<file path="src/rtl/hazard_controller.sv">
// Hazard, flush, freeze and ECALL-halt sequencing for the 5-stage core.
// Hazard outputs are combinational from state and inputs; the halt flag and counters are registered.
module hazard_controller #(
    parameter int CNT_W      = 32,
    parameter int HALT_DRAIN = 3
) (
    input  logic             clk,
    input  logic             reset,
    input  logic [4:0]       id_rs1,
    input  logic [4:0]       id_rs2,
    input  logic             id_use_rs1,
    input  logic             id_use_rs2,
    input  logic             id_is_ecall,
    input  logic             id_halt_req,
    input  logic [4:0]       ex_rd,
    input  logic             ex_mem_read,
    input  logic             ex_write_enable,
    input  logic [4:0]       mem_rd,
    input  logic             mem_mem_read,
    input  logic             ex_redirect,
    input  logic             dcache_req,
    input  logic             dcache_hit,
    input  logic             dcache_resp_valid,
    output logic             is_stall,
    output logic             is_flush,
    output logic             pc_write,
    output logic             if_id_write,
    output logic             pipe_freeze,
    output logic             is_halted,
    output logic [CNT_W-1:0] stall_count,
    output logic [CNT_W-1:0] flush_count
);
    localparam int DW = (HALT_DRAIN > 1) ? $clog2(HALT_DRAIN) : 1;
    localparam logic [DW-1:0] DRAIN_INIT = DW'(HALT_DRAIN - 1);

    typedef enum logic [1:0] {RUN, MEM_WAIT, DRAIN, HALTED} state_t;

    state_t            state_q, state_d;
    logic [DW-1:0]     drain_q, drain_d;
    logic              ret_drain_q, ret_drain_d;
    logic              halted_q;
    logic [CNT_W-1:0]  stall_cnt_q, flush_cnt_q;

    logic load_use, ecall_haz, miss, haz_stall;
    logic run_eval, drain_eval;

    assign load_use  = ex_mem_read && (ex_rd != 5'd0) &&
                       ((id_use_rs1 && (id_rs1 == ex_rd)) || (id_use_rs2 && (id_rs2 == ex_rd)));
    assign ecall_haz = id_is_ecall && ((ex_write_enable && (ex_rd == 5'd17)) ||
                                       (mem_mem_read && (mem_rd == 5'd17)));
    assign miss      = dcache_req && !dcache_hit;

    // MEM_WAIT serves misses from both RUN and DRAIN; ret_drain_q picks where the resp cycle resumes.
    assign run_eval   = ((state_q == RUN) && !miss) ||
                        ((state_q == MEM_WAIT) && dcache_resp_valid && !ret_drain_q);
    assign drain_eval = ((state_q == DRAIN) && !miss) ||
                        ((state_q == MEM_WAIT) && dcache_resp_valid && ret_drain_q);

    always_comb begin
        state_d     = state_q;
        drain_d     = drain_q;
        ret_drain_d = ret_drain_q;
        is_stall    = 1'b0;
        is_flush    = 1'b0;
        pc_write    = 1'b0;
        if_id_write = 1'b0;
        pipe_freeze = 1'b0;
        haz_stall   = 1'b0;

        unique case (state_q)
            RUN: if (miss) begin
                pipe_freeze = 1'b1;
                state_d     = MEM_WAIT;
                ret_drain_d = 1'b0;
            end
            MEM_WAIT: if (!dcache_resp_valid) pipe_freeze = 1'b1;
            DRAIN: if (miss) begin
                pipe_freeze = 1'b1;
                state_d     = MEM_WAIT;
                ret_drain_d = 1'b1;
            end
            HALTED: is_stall = 1'b1;
            default: ;
        endcase

        if (run_eval) begin
            state_d = RUN;
            if (ex_redirect) begin
                is_flush    = 1'b1;
                pc_write    = 1'b1;
                if_id_write = 1'b1;
            end else if (load_use || ecall_haz) begin
                is_stall  = 1'b1;
                haz_stall = 1'b1;
            end else begin
                pc_write    = 1'b1;
                if_id_write = 1'b1;
                if (id_is_ecall && id_halt_req) begin
                    state_d = DRAIN;
                    drain_d = DRAIN_INIT;
                end
            end
        end

        if (drain_eval) begin
            is_stall = 1'b1;
            state_d  = DRAIN;
            if (drain_q == '0) state_d = HALTED;
            else               drain_d = drain_q - DW'(1);
        end
    end

    always_ff @(posedge clk) begin
        if (reset) begin
            state_q     <= RUN;
            drain_q     <= '0;
            ret_drain_q <= 1'b0;
            halted_q    <= 1'b0;
            stall_cnt_q <= '0;
            flush_cnt_q <= '0;
        end else begin
            state_q     <= state_d;
            drain_q     <= drain_d;
            ret_drain_q <= ret_drain_d;
            halted_q    <= (state_d == HALTED);
            if (haz_stall) stall_cnt_q <= stall_cnt_q + CNT_W'(1);
            if (is_flush)  flush_cnt_q <= flush_cnt_q + CNT_W'(1);
        end
    end

    assign is_halted   = halted_q;
    assign stall_count = stall_cnt_q;
    assign flush_count = flush_cnt_q;
endmodule
</file>
<file path="config.mk">
export PLATFORM = sky130hd
export DESIGN_NAME = hazard_controller
export DESIGN_NICKNAME = d
export VERILOG_FILES = /design/src/rtl/hazard_controller.sv
export SDC_FILE = /design/constraint.sdc
export NUM_CORES = 1
export LEC_CHECK = 0
export ABC_AREA = 1
export CORE_ASPECT_RATIO = 1.4
export CORE_UTILIZATION = 30
export DETAILED_ROUTE_END_ITERATION = 8
export PLACE_DENSITY_LB_ADDON = 0.15
export SYNTH_ARGS = -nofsm -noshare
export SYNTH_HDL_FRONTEND = slang
export SYNTH_SLANG_ARGS = --single-unit
</file>
<file path="constraint.sdc">
create_clock -name clk -period 4.8 [get_ports clk]
set_clock_uncertainty 0.2 [all_clocks]
set_input_delay 0.72 -clock clk [delete_from_list [all_inputs] [get_ports clk]]
set_output_delay 0.72 -clock clk [all_outputs]
set_load 0.05 [all_outputs]
</file>
# Word-level counts from Yosys, hierarchy flattened
# Index checks and enable logic that the tools add are counted.
[op_classes] n_eq_ne=10 muxes=33 reduce_logical=28 addsub=3
[ops] operator="32-bit by 1-bit adder with 32-bit output, second input constant" n=2
[ops] operator="2-bit two-way mux" n=13
[ops] operator="1-bit two-way mux" n=18
[ops] operator="1-bit logical AND" n=14
[ops] operator="5-bit == test" n=2
[ops] operator="5-bit == test, second input constant" n=2
[ops] operator="2-bit == test, second input constant" n=3
[ops] operator="1-bit logical OR" n=5
[ops] operator="5-bit nonzero test" n=1
[ops] operator="2-bit logical NOT" n=2
[ops] operator="2-bit != test, second input constant" n=2
[ops] operator="1-bit one-hot mux with 2 select lines" n=2
[ops] operator="1-bit logical NOT" n=3
[ops] operator="3-bit AND reduction" n=1
[ops] operator="2-bit by 1-bit == test with 1-bit output, second input constant" n=1
[ops] operator="2-bit nonzero test" n=1
[ops] operator="2-bit OR reduction" n=1
[ops] operator="2-bit by 1-bit subtractor with 2-bit output, second input constant" n=1
[totals] regBits=70 inputBits=33 out_inout_bits=70 elab_cells=80

# Longest topological paths before layout
[logic_depth] word_depth=10 ltp_mapped=12 depth_no_buf=12

# Worst setup path after synthesis
# Ideal clock, no wire load.
[synth_timing] path_kind="input -> output" startpoint="input ex_rd[0]" endpoint="output pc_write" arrival_ps=2524 cell_stages=11 slack_ps=1356 required_time_ps=3880 path_buffers=2 path_cell_list="inv_1 nand2_1 nand2_1 nor2_1 nand3_1 nand2_1 nand2_2 nand2_4 buf_6 a21oi_1 buf_4"
[synth_between] elab_chain_len=8 elab_cells_between_ends=16 cone_classes="eq/ne: 3; mux: 3; reduce/logical: 10"
[synth_lines] element="start: declaration" line_no="15" text="input logic [4:0] ex_rd,"
[synth_lines] element="5-bit == test, on equally long branches" line_no="48, 49"
[synth_lines] element="1-bit logical AND, on equally long branches" line_no="48, 49"
[synth_lines] element="1-bit logical OR, on equally long branches" line_no="48, 49"
[synth_lines] element="1-bit logical AND, on equally long branches" line_no="47, 49"
[synth_lines] element="1-bit logical OR (*)" line_no="92" text="end else if (load_use || ecall_haz) begin"
[synth_lines] element="1-bit two-way mux (*) (3 in a row)"
[synth_lines] element="end: declaration" line_no="26" text="output logic pc_write,"
# Every way passes the cells marked *; elsewhere a longest branch is shown, timed or not.

# Final worst setup path
[layout_timing] startpoint="input ex_rd[3]" endpoint="output pc_write"
[layout_between] elab_chain_len=8 elab_cells_between_ends=16 cone_classes="eq/ne: 3; mux: 3; reduce/logical: 10"
[layout_lines] element="5-bit == test, on equally long branches" line_no="48, 49"
[layout_lines] element="1-bit logical AND, on equally long branches" line_no="48, 49"
[layout_lines] element="1-bit logical OR, on equally long branches" line_no="48, 49"
[layout_lines] element="1-bit logical AND, on equally long branches" line_no="47, 49"
[layout_lines] element="1-bit logical OR (*)" line_no="92"
[layout_lines] element="1-bit two-way mux (*)" line_no="92"
[layout_lines] element="1-bit two-way mux (*)" line_no="88" text="if (ex_redirect) begin"
[layout_lines] element="1-bit two-way mux (*)" line_no="86" text="if (run_eval) begin"
# Marked as above.

==> results by group <==
Outcome
  • Outcome: completed

Clock tree
  • Clock sinks: 70
  • CTS tree: built
  • Cts bufs inserted: 9
  • H-tree depth: 3
  • Clock transition at path regs: roughly 0.060 ns
  • Post-CTS Setup Repair Bufs: 0
  • CTS max path bufs: 2
  • Hold_buf cts: 0
  • Worst-Skew Late Latency: around 0.34 ns
  • Root buf cell: clkbuf_16
  • Post-CTS resize count: 0

Final layout
  • Antenna diodes: 0
  • Share of cells above drive strength 1: under 10%
  • Net count reported at finish: approximately 860
  • Layout area overhead: 31.1%

Global routing
  • Gr ovfl total: 0
  • Vias in the first global route: 4803
  • Largest net degree at the start of global routing: 55
  • First-pass GRT wire length: 23300 um
  • Tot GR Track Use: a little under a fifth
  • Initial antenna violation count: 0

Yosys
  • Flops & latches, synth: 70
  • Yosys top cell area share: 29.9%
  • Synth warn: 0
  • Sequential-to-total area share from yosys stat: between 20 and 30%
  • Post-Synthesis Cell Area: approximately 4700 um^2
  • Post-synth EDFFs: 0
  • Post-synth ARST share: 0%
  • Synthesized Nets: 769
  • Synth area leaders: dfxtp_1, nand2_1, nor2_1
  • Main synth FF type: dfxtp_1
  • Avg Inst Size Synth: 6.39 um^2
  • Cell count after synthesis: around 730
  • Library cells used by synthesis: 37
  • Yosys top cell by area: dfxtp_1

Worst setup path
  • CP bufs+invs: 3
  • Crit path to: pc_write
  • Reg2Reg Capture Point: flush_count[19]
  • Crit-path leading delay family: buffers and inverters
  • Crit path depth: 9
  • Critical Path Max Stage Delay: slightly above 0.8 ns
  • CP cell instances: clkdlybuf4s50_1 -> nor2_1 -> nand3_1 -> o21ai_1 -> inv_1 -> nand2_2 -> nand2_4 -> a21oi_1 -> clkdlybuf4s50_1
  • CP required: roughly 3.9 ns
  • Slack of the worst reg-to-reg path: between 2 and 2.5 ns
  • Worst path arrival time: ~2.8 ns
  • Worst Setup SP: ex_rd[3]
  • Crit Path Max Fanout: 4
  • Crit Path Class: primary input to primary output
  • Startpoint Class: primary input
  • Worst Reg-to-Reg Cells: 11
  • R2R Path Start: state_q[0]
  • Slowest CP cell: clkdlybuf4s50_1
  • Crit-path most repeated cell: clkdlybuf4s50_1
  • Critical Path End Type: primary output

Route
  • Residual DRC: 0
  • Post-DR vias/cell: around 4.8
  • DR pass1 iterations: 5
  • Routed wire length: roughly 14000 um
  • Post-route ant nets: 0
  • DR iter-0 viols: between 100 and 150
  • Via count: 4902
  • WL/cell: 14.0 um

Floorplan
  • # IOs: between 100 and 150
  • Die ar.: 16100 um^2
  • Site Rows: 53
  • Die X: approximately 110 um
  • Die height: ~150 um
  • Core area: 15100 um^2
  • Initial Util: between 30% and 40%

Timing
  • Worst-Margin Slew: between 0.6 and 0.7 ns
  • Final period util: around 77%
  • Total negative slack: 0 ns
  • Final Max Slew Viols: 0
  • Setup violations, final: 0
  • Unrepaired setup endpoints after global routing: false
  • Max Clock Freq: around 0.27 GHz
  • Fin crit period: between 3 and 4 ns
  • Fin. Hold Viols: 0
  • Worst slew margin: between 50% and 60%

Min path
  • Hold Path Cell Cnt: 1
  • Worst hold path class: register to register

Place
  • GP Congestion: approximately 0.86
  • Final HPWL DP: 10500 um
  • Port Buf Inserts: slightly above 100

Power and ir drop
  • Final Power: roughly 1500 uW
  • Peak supply drop: 195 uV
  • Leakage power: approximately 0.0022 uW
  • P per Cell Area: between 200 and 250 nW/um^2

Run
  • Max-cap violation count: 0
-- worst min path at each step --
| stage | start | slack (ns) | endpoint |
|---|---|---|---|
| floorplan | ret_drain_q | 0.25 | ret_drain_q |
| global placement | drain_q[0] | 0.28 | drain_q[0] |
| detailed placement | drain_q[0] | 0.28 | drain_q[0] |
| CTS | drain_q[0] | 0.29 | drain_q[0] |
| global route | ret_drain_q | 0.31 | ret_drain_q |
| finish | drain_q[0] | 0.29 | drain_q[0] |
-- kinds of logic (layout without fill, tap and decap cells) --
family	after synthesis	count (layout)	share of synthesized area, %
and+or+nand+nor	458	458	45.7
AOI/OAI and AO/OA	91	91	10.2
buffers and inverters	85	185	8.43
DFF	70	70	29.9
xor gates and xnor gates	28	28	5.23
adders and majority gates	2	2	0.534
-- worst register-to-register path, cell delays in order, from the launching register on --
cell and delay (ns):
dfxtp_1 0.31, inv_2 0.06, nand2_1 0.11, o21ai_2 0.08, nand2_2 0.12, nor2_2 0.22
buf_4 0.32, inv_2 0.25, nor3_4 0.26, nand2_1 0.11, o21ai_1 0.14, nor2_1 0.06
-- cell type report --
type                       instances  area, um^2
fill                            1687        8970
multi-input combinational        579        2890
inverter                          61         229
sequential                        70        1400
clock buffer                      10         239
tap                              192         240
timing repair buffer             108        1060
clock inverter                     6        85.1
-- cell usage in the layout (no fill, tap or decap), types with 11 or more instances in the layout --
cell             instances
nor3_1                  11
nor2_1                  86
a21oi_1                 61
inv_1                   50
nand4_1                 39
nand3b_1                16
dfxtp_1                 70
o21ai_0                 14
nand2_1                254
xor2_1                  19
clkdlybuf4s50_1        101
nand2_2                 11
-- synth_stat cells, types with 11 or more instances --
master,number
nand2_2,11
nand3b_1,16
nor3_1,11
xor2_1,19
o21ai_0,14
nor2_1,86
nand4_1,39
dfxtp_1,70
a21oi_1,61
nand2_1,254
inv_1,50
-- where the power goes --
part | internal [uW] | switching [uW]
logic | 60.2 | 128
clock network | 467 | 270
registers | 587 | 5.22
-- through the flow --
step                cells  setup WS, ns  hold slack (ns)  cell area, um^2  utilization [%]
floorplan             734          1.36            0.253             4690                -
global route         1026         0.987            0.311             6150             40.7
finish               1026          1.11            0.289             6150             40.7
CTS                  1026          1.10            0.294             6150             40.7
detailed placement   1010          1.10            0.282             5820             38.5
global placement     1010          1.11            0.278             5820             38.5
-- layer usage --
metal	share of wire [%]	track usage, %	vias to the layer above
met4	3.1	9.45	0
met5	0	0	-
met2	53	35.1	102
met3	3.3	2.74	26
li1	-	-	2565
met1	41	20.0	2209
-- flip-flops by register name, summed over array words and instances, names as in the netlist --
name	cells
drain_q	2
flush_count	32
is_halted	1
ret_drain_q	1
stall_count	32
state_q	2
Note: power is estimated with default switching activity, not from simulation.
